[src/rtl/alu_share_arb.sv]
// -----------------------------------------------------------------------------
// alu_share_arb
//
// Shares one external combinational ALU between NREQ requesters. A round-robin
// arbiter picks one pending request, the winner's op code and operands are
// registered onto the ALU inputs, the ALU result is captured one cycle later,
// and the result is returned to the winner over a valid/ready handshake.
//
// Operation sequence (one operation in flight at a time):
//   IDLE  -> grant a requester, latch its operands     -> ISSUE
//   ISSUE -> ALU evaluates, capture alu_out            -> RESP
//   RESP  -> hold result until the winner takes it     -> IDLE
// An accept in the IDLE cycle T gives resp_valid from cycle T+2. With
// resp_ready tied high, the peak rate is one operation every three cycles.
//
// Handshake semantics (both channels):
//   A transfer happens on a rising clk edge where valid and ready are both
//   high for the same requester index. The request side must hold req_valid
//   and its operands stable until it sees req_ready. The response side holds
//   resp_valid, resp_data and resp_zero stable until resp_ready is seen for
//   the granted index; ready bits for any other index are ignored.
//
// Ports:
//   clk         system clock, rising edge
//   rst         asynchronous active-high reset; drops any op in flight
//   req_valid   [NREQ]        requester i has an operation pending
//   req_ready   [NREQ]        one-hot; request i accepted this cycle
//   req_ctrl    [4*NREQ]      op code of requester i, slice [4i+3:4i]
//   req_a       [WIDTH*NREQ]  operand A of requester i
//   req_b       [WIDTH*NREQ]  operand B of requester i
//   resp_valid  [NREQ]        one-hot; result for requester i available
//   resp_ready  [NREQ]        requester i takes the result
//   resp_data   [WIDTH]       result, meaningful while resp_valid != 0
//   resp_zero   1             resp_data == 0
//   alu_ctrl    [4]           registered op code to the ALU
//   alu_a       [WIDTH]       registered operand A to the ALU
//   alu_b       [WIDTH]       registered operand B to the ALU
//   alu_out     [WIDTH]       combinational ALU result
// -----------------------------------------------------------------------------
module alu_share_arb #(
   parameter int WIDTH = 64,
   parameter int NREQ  = 2
) (
   input  logic                    clk,
   input  logic                    rst,
   input  logic [NREQ-1:0]         req_valid,
   output logic [NREQ-1:0]         req_ready,
   input  logic [4*NREQ-1:0]       req_ctrl,
   input  logic [WIDTH*NREQ-1:0]   req_a,
   input  logic [WIDTH*NREQ-1:0]   req_b,
   output logic [NREQ-1:0]         resp_valid,
   input  logic [NREQ-1:0]         resp_ready,
   output logic [WIDTH-1:0]        resp_data,
   output logic                    resp_zero,
   output logic [3:0]              alu_ctrl,
   output logic [WIDTH-1:0]        alu_a,
   output logic [WIDTH-1:0]        alu_b,
   input  logic [WIDTH-1:0]        alu_out
);

   // Index width for requester numbers; at least one bit.
   localparam int PW = (NREQ > 1) ? $clog2(NREQ) : 1;

   localparam logic [1:0] S_IDLE  = 2'd0;
   localparam logic [1:0] S_ISSUE = 2'd1;
   localparam logic [1:0] S_RESP  = 2'd2;

   localparam logic [NREQ-1:0] ONE_BIT = {{(NREQ-1){1'b0}}, 1'b1};

   logic [1:0]       state;
   logic [PW-1:0]    rr_ptr;      // first index searched in the next arbitration
   logic [PW-1:0]    gnt_q;       // requester owning the operation in flight

   logic             any_valid;
   logic [PW-1:0]    grant_idx;
   logic [3:0]       sel_ctrl;
   logic [WIDTH-1:0] sel_a;
   logic [WIDTH-1:0] sel_b;
   logic [PW-1:0]    rr_next;

   // --------------------------------------------------------------------------
   // Round-robin search: first valid index at or above rr_ptr, wrapping modulo
   // NREQ. The loop runs from the farthest offset down to offset 0 so that the
   // nearest valid requester is the last one written and therefore wins.
   // NREQ need not be a power of two, so the wrap is an explicit subtract.
   // --------------------------------------------------------------------------
   always_comb begin
      any_valid = 1'b0;
      grant_idx = '0;
      for (int k = NREQ - 1; k >= 0; k--) begin
         int s;
         s = int'(rr_ptr) + k;
         if (s >= NREQ) begin
            s = s - NREQ;
         end
         if (req_valid[PW'(s)]) begin
            any_valid = 1'b1;
            grant_idx = PW'(s);
         end
      end
   end

   // Operand mux for the winning requester.
   always_comb begin
      sel_ctrl = '0;
      sel_a    = '0;
      sel_b    = '0;
      for (int i = 0; i < NREQ; i++) begin
         if (grant_idx == PW'(i)) begin
            sel_ctrl = req_ctrl[i*4 +: 4];
            sel_a    = req_a[i*WIDTH +: WIDTH];
            sel_b    = req_b[i*WIDTH +: WIDTH];
         end
      end
   end

   // Pointer moves to just past the requester that completed, so a requester
   // cannot be granted twice while another valid requester is waiting.
   assign rr_next = (gnt_q == PW'(NREQ - 1)) ? '0 : gnt_q + PW'(1);

   // req_ready is only offered in IDLE. It is also forced low while rst is
   // high, because a grant offered during reset would never be taken.
   always_comb begin
      req_ready = '0;
      if (!rst && state == S_IDLE && any_valid) begin
         req_ready = ONE_BIT << grant_idx;
      end
   end

   // State is cleared asynchronously, so resp_valid drops the moment rst rises.
   always_comb begin
      resp_valid = '0;
      if (state == S_RESP) begin
         resp_valid = ONE_BIT << gnt_q;
      end
   end

   // --------------------------------------------------------------------------
   // Sequencer. alu_ctrl/a/b keep the last issued op after RESP; they are only
   // rewritten by the next grant. resp_data/resp_zero likewise hold their last
   // captured value until the next ISSUE.
   // --------------------------------------------------------------------------
   always_ff @(posedge clk or posedge rst) begin
      if (rst) begin
         state     <= S_IDLE;
         rr_ptr    <= '0;
         gnt_q     <= '0;
         resp_data <= '0;
         resp_zero <= 1'b0;
         alu_ctrl  <= '0;
         alu_a     <= '0;
         alu_b     <= '0;
      end else begin
         case (state)
            S_IDLE: begin
               if (any_valid) begin
                  alu_ctrl <= sel_ctrl;
                  alu_a    <= sel_a;
                  alu_b    <= sel_b;
                  gnt_q    <= grant_idx;
                  state    <= S_ISSUE;
               end
            end
            S_ISSUE: begin
               resp_data <= alu_out;
               resp_zero <= (alu_out == '0);
               state     <= S_RESP;
            end
            S_RESP: begin
               if (resp_ready[gnt_q]) begin
                  rr_ptr <= rr_next;
                  state  <= S_IDLE;
               end
            end
            default: begin
               state <= S_IDLE;
            end
         endcase
      end
   end

endmodule

[config.mk]
export PLATFORM = sky130hd
export DESIGN_NAME = alu_share_arb
export DESIGN_NICKNAME = d
export VERILOG_FILES = /design/src/rtl/alu_share_arb.sv
export SDC_FILE = /design/constraint.sdc
export NUM_CORES = 1
export LEC_CHECK = 0
export BUFFER_PORTS_ARGS = -buffer_cell sky130_fd_sc_hd__buf_4
export CORE_AREA = 8 8 202 204
export CTS_CLUSTER_DIAMETER = 120
export DETAILED_ROUTE_END_ITERATION = 10
export DIE_AREA = 0 0 210 212
export PLACE_DENSITY = 0.48
export SLEW_MARGIN = 0
export SYNTH_ARGS = -nofsm -noshare
export SYNTH_HDL_FRONTEND = slang
export SYNTH_SLANG_ARGS = --single-unit
[constraint.sdc]
create_clock -name clk -period 10.8 [get_ports clk]
set_input_delay 0 -clock clk [delete_from_list [all_inputs] [get_ports clk]]
set_output_delay 0 -clock clk [all_outputs]
set_load 0.1 [all_outputs]
==> results.md, run 1 <==
* Status: complete, no violations
* Critical path arrival at 3.58 ns
* Post_cts resized at 0
* Critical path class: register to primary output
* Worst hold slack at 0.0662 ns
* RSZ-0062 raised after global routing: no
* Max FO, Critical Path at 62
* FILL cells at 3499
* Reg-to-Reg End: alu_a[37]
* Crit path max-delay cell type: nor3b_4
* Placed cells at 1762
* Primary FF master, synth: dfrtp_1
* DRC at 0
* Synthesis Warnings at 0
* First-pass GRT wire length at 58.4 mm
* Via count at 8967
* Io pins at 535
* Synth Area in Simple Gates at 7.99%
* Required time worst endpoint at 10.80 ns
* Final hold violations at 0
* Commonest cells after routing, fill and taps aside: buf_4 (542), dlygate4sd3_1 (332), dfrtp_1 (201), nor2_1 (133), a21oi_1 (133)
* Mux cell area share after synthesis at 23.6%
* Die Area at 44500 um^2
* Die Ht at 212 um
* Core footprint at 37900 um^2
* Unique masters post-synth at 23
* Initial Utilization at 23.0%
* Crit path time final at 3.58 ns
* Final net count at 1936
* Setup TNS at 0 ns
* Port bufs at 533
* Initial antenna violation count at 3
* Setup crit end kind: primary output
* Cells after synthesis at 752
* Chip width at 210 um
* Vias in the first global route at 10200
* Post-synthesis register bit count at 201
* EDFF count, synth at 0
* Fin crit share at 33.1%
* Most frequent CP cell: buf_4
* Syn nets at 1086
* Largest net degree at the start of global routing at 103
* Synth Area in Compound Gates at 7.83%
* Max Clk Rate at 0.279 GHz
* RD Place Congestion at 0.822
* Layout area overhead at 99.1%
* Fin Clk Skew at 0.0124 ns
* Xor and xnor fraction of the mapped netlist area at 0%
* Iter 0 DRT Violations at 348
* Clk pin slew, worst setup/hold paths at 0.06 ns
* DRT Wirelength at 38.6 mm
* H-tree depth at 1
* Hold WC Path Type: primary input to register
* Seq/Total Area, Yosys at 57.6%
* Worst setup startpoint: state[0]
* Skew-Pair Late Insertion Delay at 0.52 ns
* R2R setup slack at 7.57 ns
* Cell Chain, Critical Path: nor3b_4 > buf_4 > buf_4 > and3_1 > buf_4
* Root Driver: clkbuf_16
* Commonest non-fill, non-tap cell in the layout: buf_4
* DP Wirelength at 28.1 mm
* Gr ovfl total at 0
* Crit path largest cell delay at 0.99 ns
* Setup crit end: req_ready[0]
* Hold Path Depth at 3
* Rel. slew slack at 20.7%
* Avg WL per Cell at 18.0 um
* Sink Count at 201
* Layout Cells excl Fill at 2138
* Worst-margin pin slew at 1.19 ns
* Setup violations, final at 0
* TritonCTS clock tree: yes
* Tot GR Track Use at 16.6%
* Post-synthesis async set-or-reset flop share at 100%
* Syn Area/Cell at 11.6 um^2
* Maxcap violations at 0
* Clk buf depth at 3
* Via/cell ratio at 4.19
* Post-Route Utilization at 45.9%
* Num rows at 72
* DRT Pass-1 Iters at 4
* Slew Limit Fails at 0
* R2r worst-path depth at 5
* Post-DRT Antenna Nets at 0
* CTS Buf Count at 24
* Post-Synth Adder-Cell Area at 0%
* Synth Cell Area at 8740 um^2
* Layout cells sized above 1 at 40.1%
* Largest family of logic cells by synthesized area: multiplexers
* Worst setup SP type: register
* RR Startpoint: state[0]
## timing repair
item / 4_1_cts / 5_1_grt
hold endpoints to repair: 300 / 0
setup endpoints to repair: 0 / 0
setup buffers: 0 / 0
hold buffers: 332 / 0
## sequential cells by signal (all words and copies together) (netlist names)
name	count
alu_ctrl	4
state	2
rr_ptr	1
alu_a	64
gnt_q	1
resp_zero	1
resp_data	64
alu_b	64
## through the flow
| stage | setup slack, ns | cell area [um^2] |
|---|---|---|
| 2_1_floorplan | 5.29 | 8740 |
| 3_3_place_gp | 7.67 | 13200 |
| 3_5_place_dp | 7.61 | 13200 |
| 4_1_cts | 7.18 | 17400 |
| 5_1_grt | 6.94 | 17400 |
| 6_report | 7.22 | 17400 |
## cell usage after synthesis (2+ instances only)
| library cell | n | share of area [%] |
|---|---|---|
| clkbuf_1 | 4 | 0.17 |
| mux2_2 | 66 | 8.5 |
| nand2_1 | 5 | 0.21 |
| mux2i_1 | 132 | 15 |
| a21oi_1 | 133 | 7.6 |
| nand4_1 | 2 | 0.14 |
| nand2b_1 | 2 | 0.14 |
| nor2_1 | 133 | 5.7 |
| dfrtp_1 | 201 | 58 |
| buf_4 | 3 | 0.26 |
| nor4_1 | 16 | 1.1 |
| and3_1 | 2 | 0.14 |
| o21ai_0 | 2 | 0.11 |
| buf_2 | 42 | 2.4 |
## worst min path at each step
stage / from / to / slack (ns)
after floorplan: alu_out[10] / resp_data[10] / 0.15
final: req_valid[0] / alu_b[26] / 0.07
after detailed placement: rst / alu_a[50] / 0.18
after global placement: rst / alu_a[50] / 0.20
after CTS: req_valid[0] / alu_b[26] / 0.02
after global routing: req_valid[0] / alu_b[25] / 0.05
## cells by family (layout without fill, tap and decap cells)
group           Yosys count  count (layout)
mux                     198             198
other cells               0               2
buf+inv                  51             917
simple gates            166             166
compound gates          136             136
flops                   201             201
## worst max-delay path: cells and delay by family, from the launching register on
family                 cells  cell delay [ns]
buffers and inverters      3             1.35
AND/OR/NAND/NOR            2             1.25
flip-flops                 1             0.43
## metal layers
layer  GRT usage [%]  up-vias  routed length, um
met3            6.85       52               3920
li1                -     4343                  -
met2            28.9      369              19100
met4            5.08        0                999
met5               0        -                  0
met1            18.2     4203              14600
## cell type report
| cell class | count | area [um^2] | area share, % |
|---|---|---|---|
| repair buffers | 874 | 7390 | 42.5 |
| well taps | 518 | 648 | 3.73 |
| flip-flops and latches | 201 | 5030 | 28.9 |
| clock inverters | 7 | 135 | 0.777 |
| diodes | 2 | 5.00 | 0.0288 |
| inverters | 1 | 11.3 | 0.0647 |
| clock buffers | 35 | 713 | 4.10 |
| multi-input cells | 500 | 3460 | 19.9 |
Power of run 1 is not shown: default switching activity piles up to over one toggle a cycle in this logic, so the estimate is an artifact.
==> run 2, diff against run 1 <==
--- a/config.mk
+++ b/config.mk
@@ -5,12 +5,13 @@
 export SDC_FILE = /design/constraint.sdc
 export NUM_CORES = 1
 export LEC_CHECK = 0
+export ABC_AREA = 1
 export BUFFER_PORTS_ARGS = -buffer_cell sky130_fd_sc_hd__buf_4
 export CORE_AREA = 8 8 202 204
 export CTS_CLUSTER_DIAMETER = 120
 export DETAILED_ROUTE_END_ITERATION = 10
 export DIE_AREA = 0 0 210 212
-export PLACE_DENSITY = 0.48
+export PLACE_DENSITY = 0.5
 export SLEW_MARGIN = 0
 export SYNTH_ARGS = -nofsm -noshare
 export SYNTH_HDL_FRONTEND = slang
==> constraint.sdc (replaced) <==
create_clock -name clk -period 3.1 [get_ports clk]
set_input_delay 0 -clock clk [delete_from_list [all_inputs] [get_ports clk]]
set_output_delay 0 -clock clk [all_outputs]
set_load 0.1 [all_outputs]
==> results.md, run 2 <==
* Status: complete, no violations
* Unique masters post-synth at 18 (-22%)
* R2r worst-path depth at 6 (+1)
* Mux cell area share after synthesis at 6.54% (-17 points)
* Layout area overhead at 99.5%
* Most frequent cells after synthesis: a21oi_1 (264), dfrtp_1 (201), nor2_1 (172)
* Die Area at 44500 um^2 (unchanged)
* Tot GR Track Use at 18.0% (+1.4 points)
* RD Place Congestion at 0.829 (+0.85%)
* Largest family of logic cells by synthesized area: compound AO/OA/AOI/OAI gates
* Rel. slew slack at 35.6% (+15 points)
* Delay-heaviest family, CP: simple AND/OR/NAND/NOR gates
* Max Clk Rate at 0.420 GHz
* Iter 0 DRT Violations at 546 (+57%)
* Maxcap violations at 0 (unchanged)
* CTS Buf Count at 26 (+8.3%)
* Critical path arrival at 2.38 ns (-1.20 ns)
* GRT met1 Usage at 21.1% (+2.9 points)
* Commonest non-fill, non-tap cell in the layout: buf_4
* Layout cells sized above 1 at 35.1% (-5.0 points)
* Root Driver: clkbuf_16
* Synth Cell Area at 8780 um^2 (+0.42%)
* Post-synthesis async set-or-reset flop share at 100% (unchanged)
* Gr ovfl total at 0 (unchanged)
* Num rows at 72 (unchanged)
* Post-Synth Adder-Cell Area at 0% (unchanged)
* Max FO, Critical Path at 133 (+110%)
* Seq/Total Area, Yosys at 57.3% (-0.24 points)
* Clk pin slew, worst setup/hold paths at 0.05 ns (about the same)
* Port bufs at 533 (unchanged)
* Setup violations, final at 0 (unchanged)
* Hold WC Path Type: primary input to register
* Synthesis Warnings at 0 (unchanged)
* Syn Area/Cell at 9.08 um^2 (-22%)
* Synth top area cells: dfrtp_1 (57%), a21oi_1 (15%), nor2_1 (7.4%)
* Synth Area in Simple Gates at 15.1% (+7.1 points)
* Final net count at 2143 (+11%)
* H-tree depth at 1 (unchanged)
* # diodes at 0 (-2)
* CP Depth at 5 (unchanged)
* Crit path time final at 2.38 ns
* Setup TNS at 0 ns (unchanged)
* Vias in the first global route at 11300 (+11%)
* Via/cell ratio at 4.41 (+5.3%)
* Fin Clk Skew at 0.00652 ns (-0.00584 ns)
* TritonCTS clock tree: yes
* Via count at 10400 (+16%)
* Final hold violations at 0 (unchanged)
* Post-synthesis register bit count at 201 (unchanged)
* Post-DRT Antenna Nets at 0 (unchanged)
* Largest net degree at the start of global routing at 134 (+30%)
* DRC at 0 (unchanged)
* Synth top area share at 57.3% (-0.24 points)
* Global-route met2 utilization at 31.1% (+2.1 points)
* Area leader, netlist: dfrtp_1
* Crit path largest cell delay at 0.41 ns (-0.58 ns)
* Worst setup SP type: register
* DP Wirelength at 28.3 mm (+0.62%)
* Avg WL per Cell at 17.9 um (-0.64%)
* Post-CTS Setup Inserts at 0 (unchanged)
* Crit path max-delay cell type: dfrtp_1
* Skew-Pair Late Insertion Delay at 0.54 ns (+0.02 ns)
* Clk buf depth at 3 (unchanged)
* Worst-margin pin slew at 0.966 ns (-0.222 ns)
* Worst path bufs/invs at 2 (-1)
* Io pins at 535 (unchanged)
* Largest regs: alu_a (64), alu_b (64), resp_data (64)
* Syn nets at 1301 (+20%)
* First-pass GRT wire length at 64.0 mm (+9.6%)
* DRT Wirelength at 42.0 mm (+9.0%)
* DRT Pass-1 Iters at 5 (+1)
* Setup crit end kind: primary output
* Required time worst endpoint at 3.10 ns (-7.70 ns)
* Die Ht at 212 um (unchanged)
* Hold Path Depth at 5 (+2)
* Sink Count at 201 (unchanged)
* Commonest cells after routing, fill and taps aside: buf_4 (538), dlygate4sd3_1 (332), a21oi_1 (264), dfrtp_1 (201), nor2_1 (172)
* Critical path class: register to primary output
* Primary FF master, synth: dfrtp_1
* Chip width at 210 um (unchanged)
* Slew Limit Fails at 0 (unchanged)
* RSZ-0062 raised after global routing: no
* Most common cell in the netlist: a21oi_1
* Initial Utilization at 23.1% (+0.096 points)
* Core footprint at 37900 um^2 (unchanged)
* Xor and xnor fraction of the mapped netlist area at 0% (unchanged)
* Synth Area in Compound Gates at 16.1% (+8.2 points)
* Met3 GRT Util at 4.78% (-2.1 points)
* Fin crit share at 76.8%
* EDFF count, synth at 0 (unchanged)
* Initial antenna violation count at 1 (-2)
* Most Used Layer, Global Route: met2
* Cells after synthesis at 967 (+29%)
* Cell Chain, Critical Path: nor2_1 > nand2_4 > buf_12 > nor3_1 > buf_4
run 2: cell count changes after synthesis, sizes merged, moves of 6 or more:
cell    previous run  this run
nor2             133       172
buf               46        52
inv                1        21
nor4              16         0
clkbuf             4        12
mux2i            132         0
mux2              66        51
a21oi            133       264
o21ai              2        16
nand2              5       171
run 2: per-stage QoR:
| stage | worst slack [ns] | hold WS (ns) | util [%] | std cells | instance area (um^2) |
|---|---|---|---|---|---|
| 3_3_place_gp | 1.33 | 0.148 | 35.0 | 1967 | 13300 |
| 3_5_place_dp | 1.26 | 0.152 | 35.0 | 1967 | 13300 |
| 4_1_cts | 0.725 | 0.105 | 46.2 | 2346 | 17500 |
| 6_report | 0.719 | 0.131 | 46.2 | 2346 | 17500 |
| 2_1_floorplan | 0.241 | 0.140 | - | 967 | 8780 |
| 5_1_grt | 0.597 | 0.139 | 46.2 | 2346 | 17500 |
run 2: final cells by class:
type,instances,area (um^2)
Fill cell,3548,20400
Timing Repair Buffer,878,7520
Sequential cell,201,5030
Multi-Input combinational cell,681,3320
Clock buffer,41,777
Tap cell,518,648
Clock inverter,6,119
Inverter,21,87.6
run 2: what timing repair did:
action                                 in CTS  in global routing
hold buffers                              332                  0
endpoints found under the hold margin     221                  0
gates resized for setup                     0                  0
run 2: worst paths after layout:
check	start	end	slack, ns
max in group asynchronous	rst	resp_data[21]	1.99
min in group asynchronous	rst	alu_b[49]	0.14
min	req_valid[0]	gnt_q	0.13
max	state[0]	req_ready[0]	0.72
max reg2reg	state[0]	alu_b[39]	0.73
min reg2reg	resp_data[55]	resp_data[55]	0.49
run 2: routing by layer:
layer	share of wire, %	vias to the layer above
met1	39	4954
met3	7.5	80
met5	0	-
met4	3.6	0
li1	-	4890
met2	50	433
run 2: worst reg2reg max path, cell delays in order (launching register included):
cell	delay, ns
dfrtp_1	0.41
nor2_1	0.19
nand2_4	0.09
buf_12	0.19
a21oi_1	0.68
a21oi_1	0.10
dlygate4sd3_1	0.58
run 2: cells by family (layout without fill, tap and decap cells):
logic type      after synthesis  count (layout)
mux                          51              51
simple gates                349             349
buf+inv                      85             946
flops                       201             201
compound gates              281             281
Power of run 2 is left out for the same reason.
==> run 3, diff against run 2 <==
--- a/config.mk
+++ b/config.mk
@@ -11,7 +11,7 @@
 export CTS_CLUSTER_DIAMETER = 120
 export DETAILED_ROUTE_END_ITERATION = 10
 export DIE_AREA = 0 0 210 212
-export PLACE_DENSITY = 0.5
+export PLACE_DENSITY = 0.48
 export SLEW_MARGIN = 0
 export SYNTH_ARGS = -nofsm -noshare
 export SYNTH_HDL_FRONTEND = slang
==> constraint.sdc (replaced) <==
create_clock -name clk -period 2.3 [get_ports clk]
set_input_delay 0 -clock clk [delete_from_list [all_inputs] [get_ports clk]]
set_output_delay 0 -clock clk [all_outputs]
set_load 0.1 [all_outputs]
==> results.md, run 3 (synthesis gave the netlist of run 2 again) <==
* Status: complete, no violations
* Post-CTS Setup Inserts at 0 (unchanged)
* Num rows at 72 (unchanged)
* Crit path largest cell delay at 0.58 ns (+0.17 ns)
* Gr ovfl total at 0 (unchanged)
* Layout cells sized above 1 at 35.4% (+0.32 points)
* Critical path arrival at 2.67 ns (+0.29 ns)
* DRT Wirelength at 42.8 mm (+1.7%)
* Worst setup SP type: register
* Required time worst endpoint at 2.77 ns (-0.33 ns)
* Cell Chain, Critical Path: nand2_4 > inv_4 > nand2_1 > dlygate4sd3_1 > a21oi_1 > dlygate4sd3_1
* Iter 0 DRT Violations at 488 (-11%)
* DP Wirelength at 29.1 mm (+2.7%)
* # diodes at 0 (unchanged)
* First-pass GRT wire length at 65.0 mm (+1.6%)
* Delay-heaviest family, CP: buffers and inverters
* Largest net degree at the start of global routing at 80 (-40%)
* Most frequent CP cell: dlygate4sd3_1
* Worst path bufs/invs at 3 (+1)
* DRT Pass-1 Iters at 5 (unchanged)
* Critical path class: register to register
* Vias in the first global route at 11300 (+0.15%)
* Die Ht at 212 um (unchanged)
* Max FO, Critical Path at 15 (-89%)
* Maxcap violations at 0 (unchanged)
* H-tree depth at 1 (unchanged)
* Clk buf depth at 3 (unchanged)
* RD Place Congestion at 0.806 (-2.7%)
* Commonest non-fill, non-tap cell in the layout: buf_4
* Chip width at 210 um (unchanged)
* Final hold violations at 0 (unchanged)
* DRC at 0 (unchanged)
* Initial antenna violation count at 0 (-1)
* Via/cell ratio at 4.40 (-0.40%)
* Die Area at 44500 um^2 (unchanged)
* Port bufs at 533 (unchanged)
* Worst-margin pin slew at 0.734 ns (-0.232 ns)
* Io pins at 535 (unchanged)
* Seq. cell area at 5030 um^2 (unchanged)
* Clk pin slew, worst setup/hold paths at 0.06 ns (about the same)
* FILL cells at 3606 (+1.6%)
* Layout area overhead at 102%
* Worst hold slack at 0.207 ns (+0.0762 ns)
* Via count at 10400 (+0.58%)
* Root Driver: clkbuf_16
* Max Clk Rate at 0.456 GHz
* Commonest cells after routing, fill and taps aside: buf_4 (545), dlygate4sd3_1 (344), a21oi_1 (264), dfrtp_1 (201), nor2_1 (172)
* Rel. slew slack at 51.0% (+15 points)
* Setup crit end kind: register
* CTS Buf Count at 26 (unchanged)
* Setup violations, final at 0 (unchanged)
* RSZ-0062 raised after global routing: no
* Fin Clk Skew at 0.0104 ns (+0.00392 ns)
* Hold WC Path Type: primary input to async pin
* Core footprint at 37900 um^2 (unchanged)
* Avg WL per Cell at 18.1 um (+0.75%)
* Largest regs: alu_a (64), alu_b (64), resp_data (64)
* Crit path max-delay cell type: dlygate4sd3_1
* Area of the multi-input gates at 3330 um^2 (+0.15%)
* Skew-Pair Late Insertion Delay at 0.53 ns (about the same)
* Final net count at 2165 (+1.0%)
* Slew Limit Fails at 0 (unchanged)
* Tot GR Track Use at 18.3% (+0.31 points)
* Sink Count at 201 (unchanged)
* Post-DRT Antenna Nets at 0 (unchanged)
* Fin crit share at 95.3%
* Initial Utilization at 23.1% (unchanged)
* Crit path time final at 2.19 ns
* TritonCTS clock tree: yes
[run 3: cell count changes in the layout (fill, tap and decap cells not counted), moves of 2 or more]
cell / change
dlygate4sd3_1: +12
clkbuf_1: -2
clkinv_2: +2
bufinv_16: -2
buf_4: +7
buf_12: +2
[run 3: per-stage QoR]
stage / setup TNS [ns] / utilization, % / area [um^2] / cells / worst slack, ns
6_report: 0 / 46.7 / 17700 / 2369 / 0.108
5_1_grt: 0 / 46.7 / 17700 / 2369 / 0.0347
4_1_cts: 0 / 46.7 / 17700 / 2369 / 0.0247
3_5_place_dp: 0 / 35.3 / 13400 / 1977 / 0.585
3_3_place_gp: 0 / 35.3 / 13400 / 1977 / 0.594
2_1_floorplan: -60.77 / - / 8780 / 967 / -0.302
[run 3: cell type report]
type	count	area share [%]
clock buffer	41	4.56
clock inverter	7	0.395
inverter	21	0.522
multi-input combinational	681	18.8
sequential	201	28.4
tap	518	3.66
timing repair buffer	900	43.7
[run 3: worst min-delay path: stages]
cell	delay, ns
dlygate4sd3_1	0.56
buf_4	0.17
clkinvlp_4	0.50
[run 3: repair_timing]
| action | 4_1_cts | 5_1_grt |
|---|---|---|
| resized for setup | 0 | 3 |
| endpoints found under the setup margin | 0 | 105 |
| hold buffers | 344 | 0 |
| hold endpoints to repair | 219 | 0 |
[run 3: layer usage]
layer | global-route usage, % | routed length, um
met5 | 0 | 0
met4 | 7.02 | 1640
met3 | 4.53 | 3110
met2 | 31.6 | 21300
met1 | 21.7 | 16700
[run 3: final timing paths]
kind / startpoint / end / slack, ns / cells after the start
setup / recovery: rr_ptr / alu_b[56] / 0.11 / 6
hold / removal: rst / resp_data[23] / 0.21 / 3
setup reg to reg: rr_ptr / alu_b[56] / 0.11 / 6
hold reg to reg: resp_data[53] / resp_data[53] / 0.49 / 2
max in group asynchronous: rst / alu_b[28] / 1.36 / 4
min in group clk: alu_out[39] / resp_data[39] / 0.25 / 3
Power of run 3 is left out for the same reason.
